## config.mk

```make
export PLATFORM = sky130hd
export DESIGN_NAME = fifo_burst_reader_flat
export DESIGN_NICKNAME = d
export VERILOG_FILES = /design/src/rtl/fifo_burst_reader_if.sv /design/src/rtl/fifo_burst_reader.sv /design/src/flat_wrapper.sv
export SDC_FILE = /design/constraint.sdc
export NUM_CORES = 1
export LEC_CHECK = 0
export ABC_CLOCK_PERIOD_IN_PS = 3350
export BUFFER_PORTS_ARGS = -buffer_cell sky130_fd_sc_hd__buf_4
export CORE_UTILIZATION = 35
export CTS_CLUSTER_SIZE = 14
export DETAILED_ROUTE_END_ITERATION = 8
export PLACE_DENSITY = 0.59
export REMOVE_ABC_BUFFERS = 1
export SLEW_MARGIN = 20
export SYNTH_ARGS = -nofsm -noshare
export SYNTH_HDL_FRONTEND = slang
export SYNTH_SLANG_ARGS = --single-unit
export TNS_END_PERCENT = 10
```

## constraint.sdc

```tcl
create_clock -name clock -period 3.35 [get_ports clock]
set_input_delay 0.335 -clock clock [delete_from_list [all_inputs] [get_ports clock]]
set_output_delay 0.335 -clock clock [all_outputs]
set_load 0.02 [all_outputs]
```

## src/rtl/fifo_burst_reader_if.sv

```systemverilog
// FIFO read port plus output stream of the burst reader, bundled as one interface.
// The master modport is the reader; the slave modport is the FIFO/sink side.
interface fifo_burst_reader_if #(
    parameter int WIDTH = 32,
    parameter int DLOG2 = 3
);
    logic             fifo_empty;
    logic [DLOG2-1:0] fifo_usedw;
    logic [WIDTH-1:0] fifo_q;
    logic             fifo_rdreq;
    logic             flush;
    logic [WIDTH-1:0] out_data;
    logic             out_valid;
    logic             out_ready;
    logic             out_last;
    logic             busy;

    modport master (
        input  fifo_empty, fifo_usedw, fifo_q, flush, out_ready,
        output fifo_rdreq, out_data, out_valid, out_last, busy
    );

    modport slave (
        output fifo_empty, fifo_usedw, fifo_q, flush, out_ready,
        input  fifo_rdreq, out_data, out_valid, out_last, busy
    );
endinterface

```

## src/rtl/fifo_burst_reader.sv

```systemverilog
// Burst read controller for a synchronous FIFO with 1-cycle read latency,
// presenting words as a valid/ready stream with a last tag per burst/drain.
module fifo_burst_reader #(
    parameter int WIDTH = 32,
    parameter int DLOG2 = 3,
    parameter int BURST = 4
) (
    input  logic                 clock,
    input  logic                 aclr,
    fifo_burst_reader_if.master  bus
);
    localparam logic [DLOG2:0]   BURST_C = (DLOG2+1)'(BURST);
    localparam logic [DLOG2:0]   RCNT_ONE = (DLOG2+1)'(1);
    localparam logic [DLOG2-1:0] USED_ONE = DLOG2'(1);

    typedef enum logic [1:0] {S_IDLE, S_BURST, S_DRAIN} state_t;

    state_t           state_q, state_d;
    logic [DLOG2:0]   rcnt_q, rcnt_d;
    logic             inflight_q, inflight_last_q;
    logic             rd_ptr_q, wr_ptr_q;
    logic [1:0]       occ_q, occ_d;
    logic [WIDTH-1:0] buf_data_q [2];
    logic             buf_last_q [2];

    logic             rdreq, rd_last, pop, out_valid;
    logic             bypass, buf_wr, buf_rd;
    logic [WIDTH-1:0] head_data;
    logic             head_last;

    // The word arriving from the FIFO is the head when the buffer is empty,
    // which gives the two-cycle trigger-to-valid latency.
    always_comb begin
        out_valid = (occ_q != 2'd0) | inflight_q;
        head_data = (occ_q != 2'd0) ? buf_data_q[rd_ptr_q] : bus.fifo_q;
        head_last = (occ_q != 2'd0) ? buf_last_q[rd_ptr_q] : inflight_last_q;
        pop       = out_valid & bus.out_ready;
        bypass    = inflight_q & (occ_q == 2'd0) & pop;
        buf_wr    = inflight_q & ~bypass;
        buf_rd    = pop & (occ_q != 2'd0);
        // Words committed to the 2-entry buffer after this edge, before any new read.
        occ_d     = occ_q + {1'b0, inflight_q} - {1'b0, pop};
        rdreq     = (state_q != S_IDLE) & ~bus.fifo_empty & (occ_d < 2'd2);
    end

    always_comb begin
        state_d = state_q;
        rcnt_d  = rcnt_q;
        rd_last = 1'b0;
        case (state_q)
            S_IDLE: begin
                if ({1'b0, bus.fifo_usedw} >= BURST_C) begin
                    state_d = S_BURST;
                    rcnt_d  = BURST_C;
                end else if (bus.flush && !bus.fifo_empty) begin
                    state_d = S_DRAIN;
                end
            end
            S_BURST: begin
                rd_last = (rcnt_q == RCNT_ONE);
                if (rdreq) begin
                    rcnt_d = rcnt_q - RCNT_ONE;
                    if (rcnt_q == RCNT_ONE) begin
                        state_d = S_IDLE;
                    end
                end
            end
            S_DRAIN: begin
                rd_last = (bus.fifo_usedw == USED_ONE);
                if (rdreq && bus.fifo_usedw == USED_ONE) begin
                    state_d = S_IDLE;
                end
            end
            default: state_d = S_IDLE;
        endcase
    end

    always_ff @(posedge clock or posedge aclr) begin
        if (aclr) begin
            state_q         <= S_IDLE;
            rcnt_q          <= '0;
            inflight_q      <= 1'b0;
            inflight_last_q <= 1'b0;
            rd_ptr_q        <= 1'b0;
            wr_ptr_q        <= 1'b0;
            occ_q           <= 2'd0;
        end else begin
            state_q         <= state_d;
            rcnt_q          <= rcnt_d;
            inflight_q      <= rdreq;
            inflight_last_q <= rdreq & rd_last;
            occ_q           <= occ_d;
            if (buf_wr) begin
                wr_ptr_q <= ~wr_ptr_q;
            end
            if (buf_rd) begin
                rd_ptr_q <= ~rd_ptr_q;
            end
        end
    end

    for (genvar gi = 0; gi < 2; gi++) begin : g_buf
        always_ff @(posedge clock or posedge aclr) begin
            if (aclr) begin
                buf_data_q[gi] <= '0;
                buf_last_q[gi] <= 1'b0;
            end else if (buf_wr && wr_ptr_q == 1'(gi)) begin
                buf_data_q[gi] <= bus.fifo_q;
                buf_last_q[gi] <= inflight_last_q;
            end
        end
    end

    assign bus.fifo_rdreq = rdreq;
    assign bus.out_valid  = out_valid;
    assign bus.out_data   = out_valid ? head_data : '0;
    assign bus.out_last   = out_valid & head_last;
    assign bus.busy       = (state_q != S_IDLE) | inflight_q | (occ_q != 2'd0);
endmodule
```

## src/flat_wrapper.sv

```systemverilog
// flat-port wrapper written by rule: the top's interface ports become plain ports
module fifo_burst_reader_flat 
#(
    parameter int WIDTH = 32,
    parameter int DLOG2 = 3,
    parameter int BURST = 4
)
  (clock, aclr, bus_fifo_empty, bus_fifo_usedw, bus_fifo_q, bus_flush, bus_out_ready, bus_fifo_rdreq, bus_out_data, bus_out_valid, bus_out_last, bus_busy);
  fifo_burst_reader_if #(.WIDTH(WIDTH), .DLOG2(DLOG2)) bus_i ();
  input  logic clock;
  input  logic aclr;
  input wire logic [$bits(bus_i.fifo_empty)-1:0] bus_fifo_empty;
  input wire logic [$bits(bus_i.fifo_usedw)-1:0] bus_fifo_usedw;
  input wire logic [$bits(bus_i.fifo_q)-1:0] bus_fifo_q;
  input wire logic [$bits(bus_i.flush)-1:0] bus_flush;
  input wire logic [$bits(bus_i.out_ready)-1:0] bus_out_ready;
  output wire logic [$bits(bus_i.fifo_rdreq)-1:0] bus_fifo_rdreq;
  output wire logic [$bits(bus_i.out_data)-1:0] bus_out_data;
  output wire logic [$bits(bus_i.out_valid)-1:0] bus_out_valid;
  output wire logic [$bits(bus_i.out_last)-1:0] bus_out_last;
  output wire logic [$bits(bus_i.busy)-1:0] bus_busy;
  assign bus_i.fifo_empty = bus_fifo_empty;
  assign bus_i.fifo_usedw = bus_fifo_usedw;
  assign bus_i.fifo_q = bus_fifo_q;
  assign bus_i.flush = bus_flush;
  assign bus_i.out_ready = bus_out_ready;
  assign bus_fifo_rdreq = bus_i.fifo_rdreq;
  assign bus_out_data = bus_i.out_data;
  assign bus_out_valid = bus_i.out_valid;
  assign bus_out_last = bus_i.out_last;
  assign bus_busy = bus_i.busy;
  fifo_burst_reader #(.WIDTH(WIDTH), .DLOG2(DLOG2), .BURST(BURST)) u_core (.clock(clock), .aclr(aclr), .bus(bus_i));
endmodule
```

== Word level (Yosys, flattened, before mapping) ==
Cells that the tools add are included.

* Bits in registers: 78
* Bits of input ports: 40
* Output and inout port bits: 36
* Word-level logic and storage cells: 74

* Add/sub/neg operators: 3
* Magnitude comparators: 3
* Eq/ne operators: 9
* Mux-type cells: 19
* Bitwise logic cells: 17
* Reduce and logical (&&, ||, !) cells: 12

{| class="wikitable"
|+ Operator list
! operator !! number
|-
| 32-bit 2-to-1 mux || 5
|-
| 2-bit 2-to-1 mux || 5
|-
| 1-bit AND || 9
|-
| 4-bit 2-to-1 mux || 2
|-
| 2-bit by 1-bit != test with 1-bit output (second input constant) || 4
|-
| 4-bit one-hot mux with 2 select lines || 1
|-
| 2-bit one-hot mux with 3 select lines || 1
|-
| 2-bit nonzero test || 3
|-
| 4-bit by 1-bit equality test with 1-bit output (second input constant) || 1
|-
| 1-bit logical AND || 4
|-
| 2-bit zero test || 2
|-
| 1-bit 2-to-1 mux || 4
|-
| 1-bit NOT || 4
|-
| 4-bit AND reduction || 1
|-
| 4-bit by 1-bit subtractor with 4-bit output (second input constant) || 1
|-
| 3-bit by 1-bit equality test with 1-bit output (second input constant) || 1
|-
| 3-bit greater-or-equal comparator (second input constant) || 1
|-
| 3-bit by 1-bit != test with 1-bit output (second input constant) || 1
|-
| 1-bit bitwise OR || 3
|-
| 3-bit AND reduction || 1
|-
| 2-bit by 1-bit adder with 2-bit output || 1
|-
| 2-bit by 1-bit equality test with 1-bit output (second input constant) || 1
|-
| 2-bit equality test (second input constant) || 1
|-
| 2-bit greater-or-equal comparator (second input constant) || 1
|-
| other kinds (5) || 5
|}

== Longest topological paths before layout ==
* Depth in word-level cells: 9
* Gate-level depth with buffers: 8
* Mapped depth without buffers: 8

== Least setup slack after synthesis ==
Ideal clock, no wire load.

* Kind: register -> register
* Start: register u_core.occ_q[1]
* End: register u_core.state_q[0]
* Arrival time: 2.264 ns
* Data required time: 3.226 ns
* Path slack: 0.962 ns
* Cell stages (with the launch flop): 9
* Path buffers: 0
* Clock period less this slack: 2.388 ns
* Cells stage by stage: dfrtp_1 > o21ai_0 > mux2i_1 > ha_1 > or3_1 > a2111oi_2 > a211oi_1 > a21o_1 > a211o_1

* Word-level cells in the longest chain between the ends: 9

{| class="wikitable"
|+ Ends and longest elaborated chain
! item !! RTL line !! RTL
|-
| from (decl) || fifo_burst_reader.sv:22 || <nowiki>logic [1:0] occ_q, occ_d;</nowiki>
|-
| from (signal assigned) || fifo_burst_reader.sv:86 || <nowiki>occ_q <= 2'd0;</nowiki>
|-
| from (signal assigned) || fifo_burst_reader.sv:92 || <nowiki>occ_q <= occ_d;</nowiki>
|-
| 2-bit nonzero test || fifo_burst_reader.sv:34 || <nowiki>out_valid = (occ_q != 2'd0) | inflight_q;</nowiki>
|-
| 1-bit bitwise OR || fifo_burst_reader.sv:34 ||
|-
| 1-bit AND || fifo_burst_reader.sv:37 || <nowiki>pop = out_valid & bus.out_ready;</nowiki>
|-
| 2-bit by 1-bit subtractor with 2-bit output * || fifo_burst_reader.sv:42 || <nowiki>occ_d = occ_q + {1'b0, inflight_q} - {1'b0, pop};</nowiki>
|-
| 2-bit < comparator * || fifo_burst_reader.sv:43 || <nowiki>rdreq = (state_q != S_IDLE) & ~bus.fifo_empty & (occ_d < 2'd2);</nowiki>
|-
| 1-bit AND * || fifo_burst_reader.sv:43 ||
|-
| 1-bit logical AND || fifo_burst_reader.sv:70 || <nowiki>if (rdreq && bus.fifo_usedw == USED_ONE) begin</nowiki>
|-
| 2-bit by 1-bit != test with 1-bit output (no line) || -- ||
|-
| 4-bit AND reduction (no line) * || -- ||
|-
| to (signal assigned) || fifo_burst_reader.sv:88 || <nowiki>state_q <= state_d;</nowiki>
|-
| to (decl) || fifo_burst_reader.sv:18 || <nowiki>state_t state_q, state_d;</nowiki>
|}

Every way passes the cells marked *; elsewhere a longest branch is shown, timed or not.
A chain may end at the register's enable or synchronous reset.

== Worst setup path after layout ==
* Start: register u_core.occ_q[1]
* End: output bus_fifo_rdreq

* Word-level cells in the longest chain between the ends: 6

{| class="wikitable"
|+ Ends and longest elaborated chain
! item !! RTL line !! RTL
|-
| 2-bit nonzero test || fifo_burst_reader.sv:34 ||
|-
| 1-bit bitwise OR || fifo_burst_reader.sv:34 ||
|-
| 1-bit AND || fifo_burst_reader.sv:37 ||
|-
| 2-bit by 1-bit subtractor with 2-bit output * || fifo_burst_reader.sv:42 ||
|-
| named net u_core.occ_d[1] || fifo_burst_reader.sv:22 ||
|-
| 2-bit < comparator * || fifo_burst_reader.sv:43 ||
|-
| 1-bit AND * || fifo_burst_reader.sv:43 ||
|-
| to (decl) || flat_wrapper.sv:17 || <nowiki>output wire logic [$bits(bus_i.fifo_rdreq)-1:0] bus_fifo_rdreq;</nowiki>
|}

Mark *: on every way through the listed nets, which the timed path passes. The rest lies on a longest branch.

==> reports/metrics.csv <==
metric,value,unit
Die X,108,um
post_cts resized,0,
CP startpoint,u_core.occ_q[1]$_DFF_PP0_,
First-pass DRT Iterations,4,
Worst-Margin Slew,0.898,ns
CTS Buf Count,9,
Hold Fails Final Rpt,0,
IO Port Bufs,75,
worst-path fanout max,7,
"area leader, netlist",dfrtp_1,
Post-synth top cells,"78 x dfrtp_1, 38 x mux2_2, 38 x o21ai_0",
final RePlAce weighted congestion,0.786,
asr flop ratio synth,1.00,
Die Height,108,um
final wirelength,8600,um
post-route ant nets,0,
Hold Crit Class,input port to asynchronous set/reset pin,
Post-synth EDFFs,0,
Detailed Place HPWL,5560,um
layout cells sized above 1,0.354,
Layout Nets,451,
# Max-Cap Violations,0,
Starting Density,0.361,
Unique masters post-synth,40,
Clock Tree Buf Depth,2,
# rows,38,
worst endpoint required time,3.01,ns
FILL cells,1052,
routed vias,2841,
critical path class,register to primary output,
H-tree levels,3,
clock latency on the worst-skew pair,0.33,ns
Area contributors post-synth,"dfrtp_1 49%, mux2_2 11%, mux2i_1 8.6%, mux2_1 8.0%, o21ai_0 4.8%",
Tcrit/Tclk final,0.844,
Hold Buf Count CTS,0,
syn_area_per_cell,11.8,um^2
clk_skew,0.00566,ns
total core area,10900,um^2
arrival time of the worst setup path,2.49,ns
top_reg_cell synth,dfrtp_1,
Startpoint Class,register,
largest net degree at the start of global routing,68,
clock root buffer,clkbuf_16,
TritonCTS clock tree,built,
status,completed,
Via density,5.17,
total power,5450,uW
final worst path period need,2.83,ns
Die ar.,11700,um^2
final hold slack,0.181,ns
RSZ-0062 raised after global routing,no,
Reg-to-Reg Start,u_core.occ_q[1]$_DFF_PP0_,
io pins,76,
"Seq/Total Area, Yosys",0.494,
share of the synthesized area in the top cell type,0.494,
Crit. End Element,primary output,
Ys Warns,0,
leakage power,0.00227,uW
Overflow after GRT,0,
worst rel slew slack,0.401,
Post-Syn Area,3950,um^2
P&R area growth vs syn,27.1,%
Power Density,1090,nW/um^2
total track usage,0.158,
"Reg clk slew, reported paths",0.06,ns
# setup viols final,0,
most common cell in the synthesized netlist,dfrtp_1,
initial antenna violation count,0,
first-pass GRT wire length,14100,um
# diodes,0,
DRC viols,0,
maximum VDD drop,0.377,mV
number of DRC markers in iteration 0,123,
Pins Over Slew Limit,0,
routed length per instance,15.6,um
vias in the first global route,2986,
CTS sink count,78,
Synth Register Bits,78,
FMAX,354,MHz
Mapped Cells,334,
setup bufs post-CTS,0,
## metal layers
layer	vias up	share of wire	GRT usage	wire (um)
met3	9	0.048	0.0374	414
li1	1361	-	-	-
met4	0	0.012	0.0618	106
met2	63	0.48	0.260	4110
met1	1408	0.46	0.201	3970
met5	-	0	0	0
## placed cells by master, fill, tap and decap left out, drive strengths merged, types with 2 or more instances in the layout
| cell | instances |
|---|---|
| xnor2 | 3 |
| mux2 | 67 |
| or3 | 2 |
| inv | 9 |
| a31oi | 2 |
| buf | 82 |
| clkbuf | 12 |
| nand3 | 36 |
| bufinv | 2 |
| dfrtp | 78 |
| ha | 6 |
| a2111oi | 2 |
| nand2 | 5 |
| nand3b | 2 |
| a41oi | 3 |
| o21ai | 38 |
| mux2i | 34 |
| nor3 | 2 |
| nor2 | 5 |
| a21o | 2 |
| clkinv | 3 |
## cell families (layout without fill, tap and decap cells)
family,count (synthesis),count (layout),share of synthesized area
muxes,101,101,0.278
DFF,78,78,0.494
and+or+nand+nor,60,60,0.0845
AOI/OAI and AO/OA,54,54,0.0836
buffers and inverters,32,108,0.0323
adders and majority gates,6,6,0.0190
xor gates and xnor gates,3,3,0.00855
## stage by stage
| step | utilization | instance area, um^2 | setup TNS [ns] | setup WS, ns | cells |
|---|---|---|---|---|---|
| final | 0.459 | 5020 | 0 | 0.522 | 550 |
| after global routing | 0.459 | 5020 | 0 | 0.296 | 550 |
| after CTS | 0.457 | 4990 | 0 | 0.475 | 549 |
| after detailed placement | 0.428 | 4680 | 0 | 0.729 | 533 |
| after global placement | 0.428 | 4680 | 0 | 0.809 | 533 |
| after floorplan | - | 3860 | -20.81 | -0.555 | 312 |
## power breakdown
part	switching (uW)	leakage, uW	total, uW	internal [uW]
registers	352	0.000944	1750	1400
logic	1400	0.00117	2670	1270
clock network	356	0.000157	1030	670
## cell type report
class | instances | area, um^2 | share of cell area
repair buffers | 82 | 648 | 0.129
multi-input cells | 224 | 1890 | 0.376
well taps | 140 | 175 | 0.0349
clock buffers | 12 | 246 | 0.0491
clock inverters | 4 | 70.1 | 0.0140
inverters | 10 | 38.8 | 0.00772
flip-flops and latches | 78 | 1950 | 0.389
## worst paths after layout
check | end | slack, ns | cells past startpoint
hold / removal | u_core.rcnt_q[2]$_DFFE_PP0P_ | 0.18 | 2
max in group asynchronous | u_core.buf_data_q[8]$_DFFE_PP0P_ | 2.29 | 3
hold reg to reg | u_core.buf_data_q[32]$_DFFE_PP0P_ | 0.49 | 1
min in group clock | u_core.buf_data_q[32]$_DFFE_PP0P_ | 0.24 | 2
setup reg to reg | u_core.state_q[1]$_DFFE_PP0P_ | 0.74 | 8
setup / recovery | bus_fifo_rdreq | 0.52 | 7
## critical path, cell delays in order (launching register included)
cell and delay [ns]:
dfrtp_1 0.50, o21ai_0 0.31, mux2i_1 0.13, ha_1 0.28, xnor2_2 0.29, inv_2 0.08
nor2_1 0.36, buf_4 0.22
## sequential cells by signal, indices dropped and copies added (netlist names)
name                    count
u_core.buf_last_q           2
u_core.state_q              2
u_core.buf_data_q          64
u_core.occ_q                2
u_core.inflight_q           1
u_core.rd_ptr_q             1
u_core.rcnt_q               4
u_core.inflight_last_q      1
u_core.wr_ptr_q             1
No activity file was read; power rests on OpenSTA's default activity.
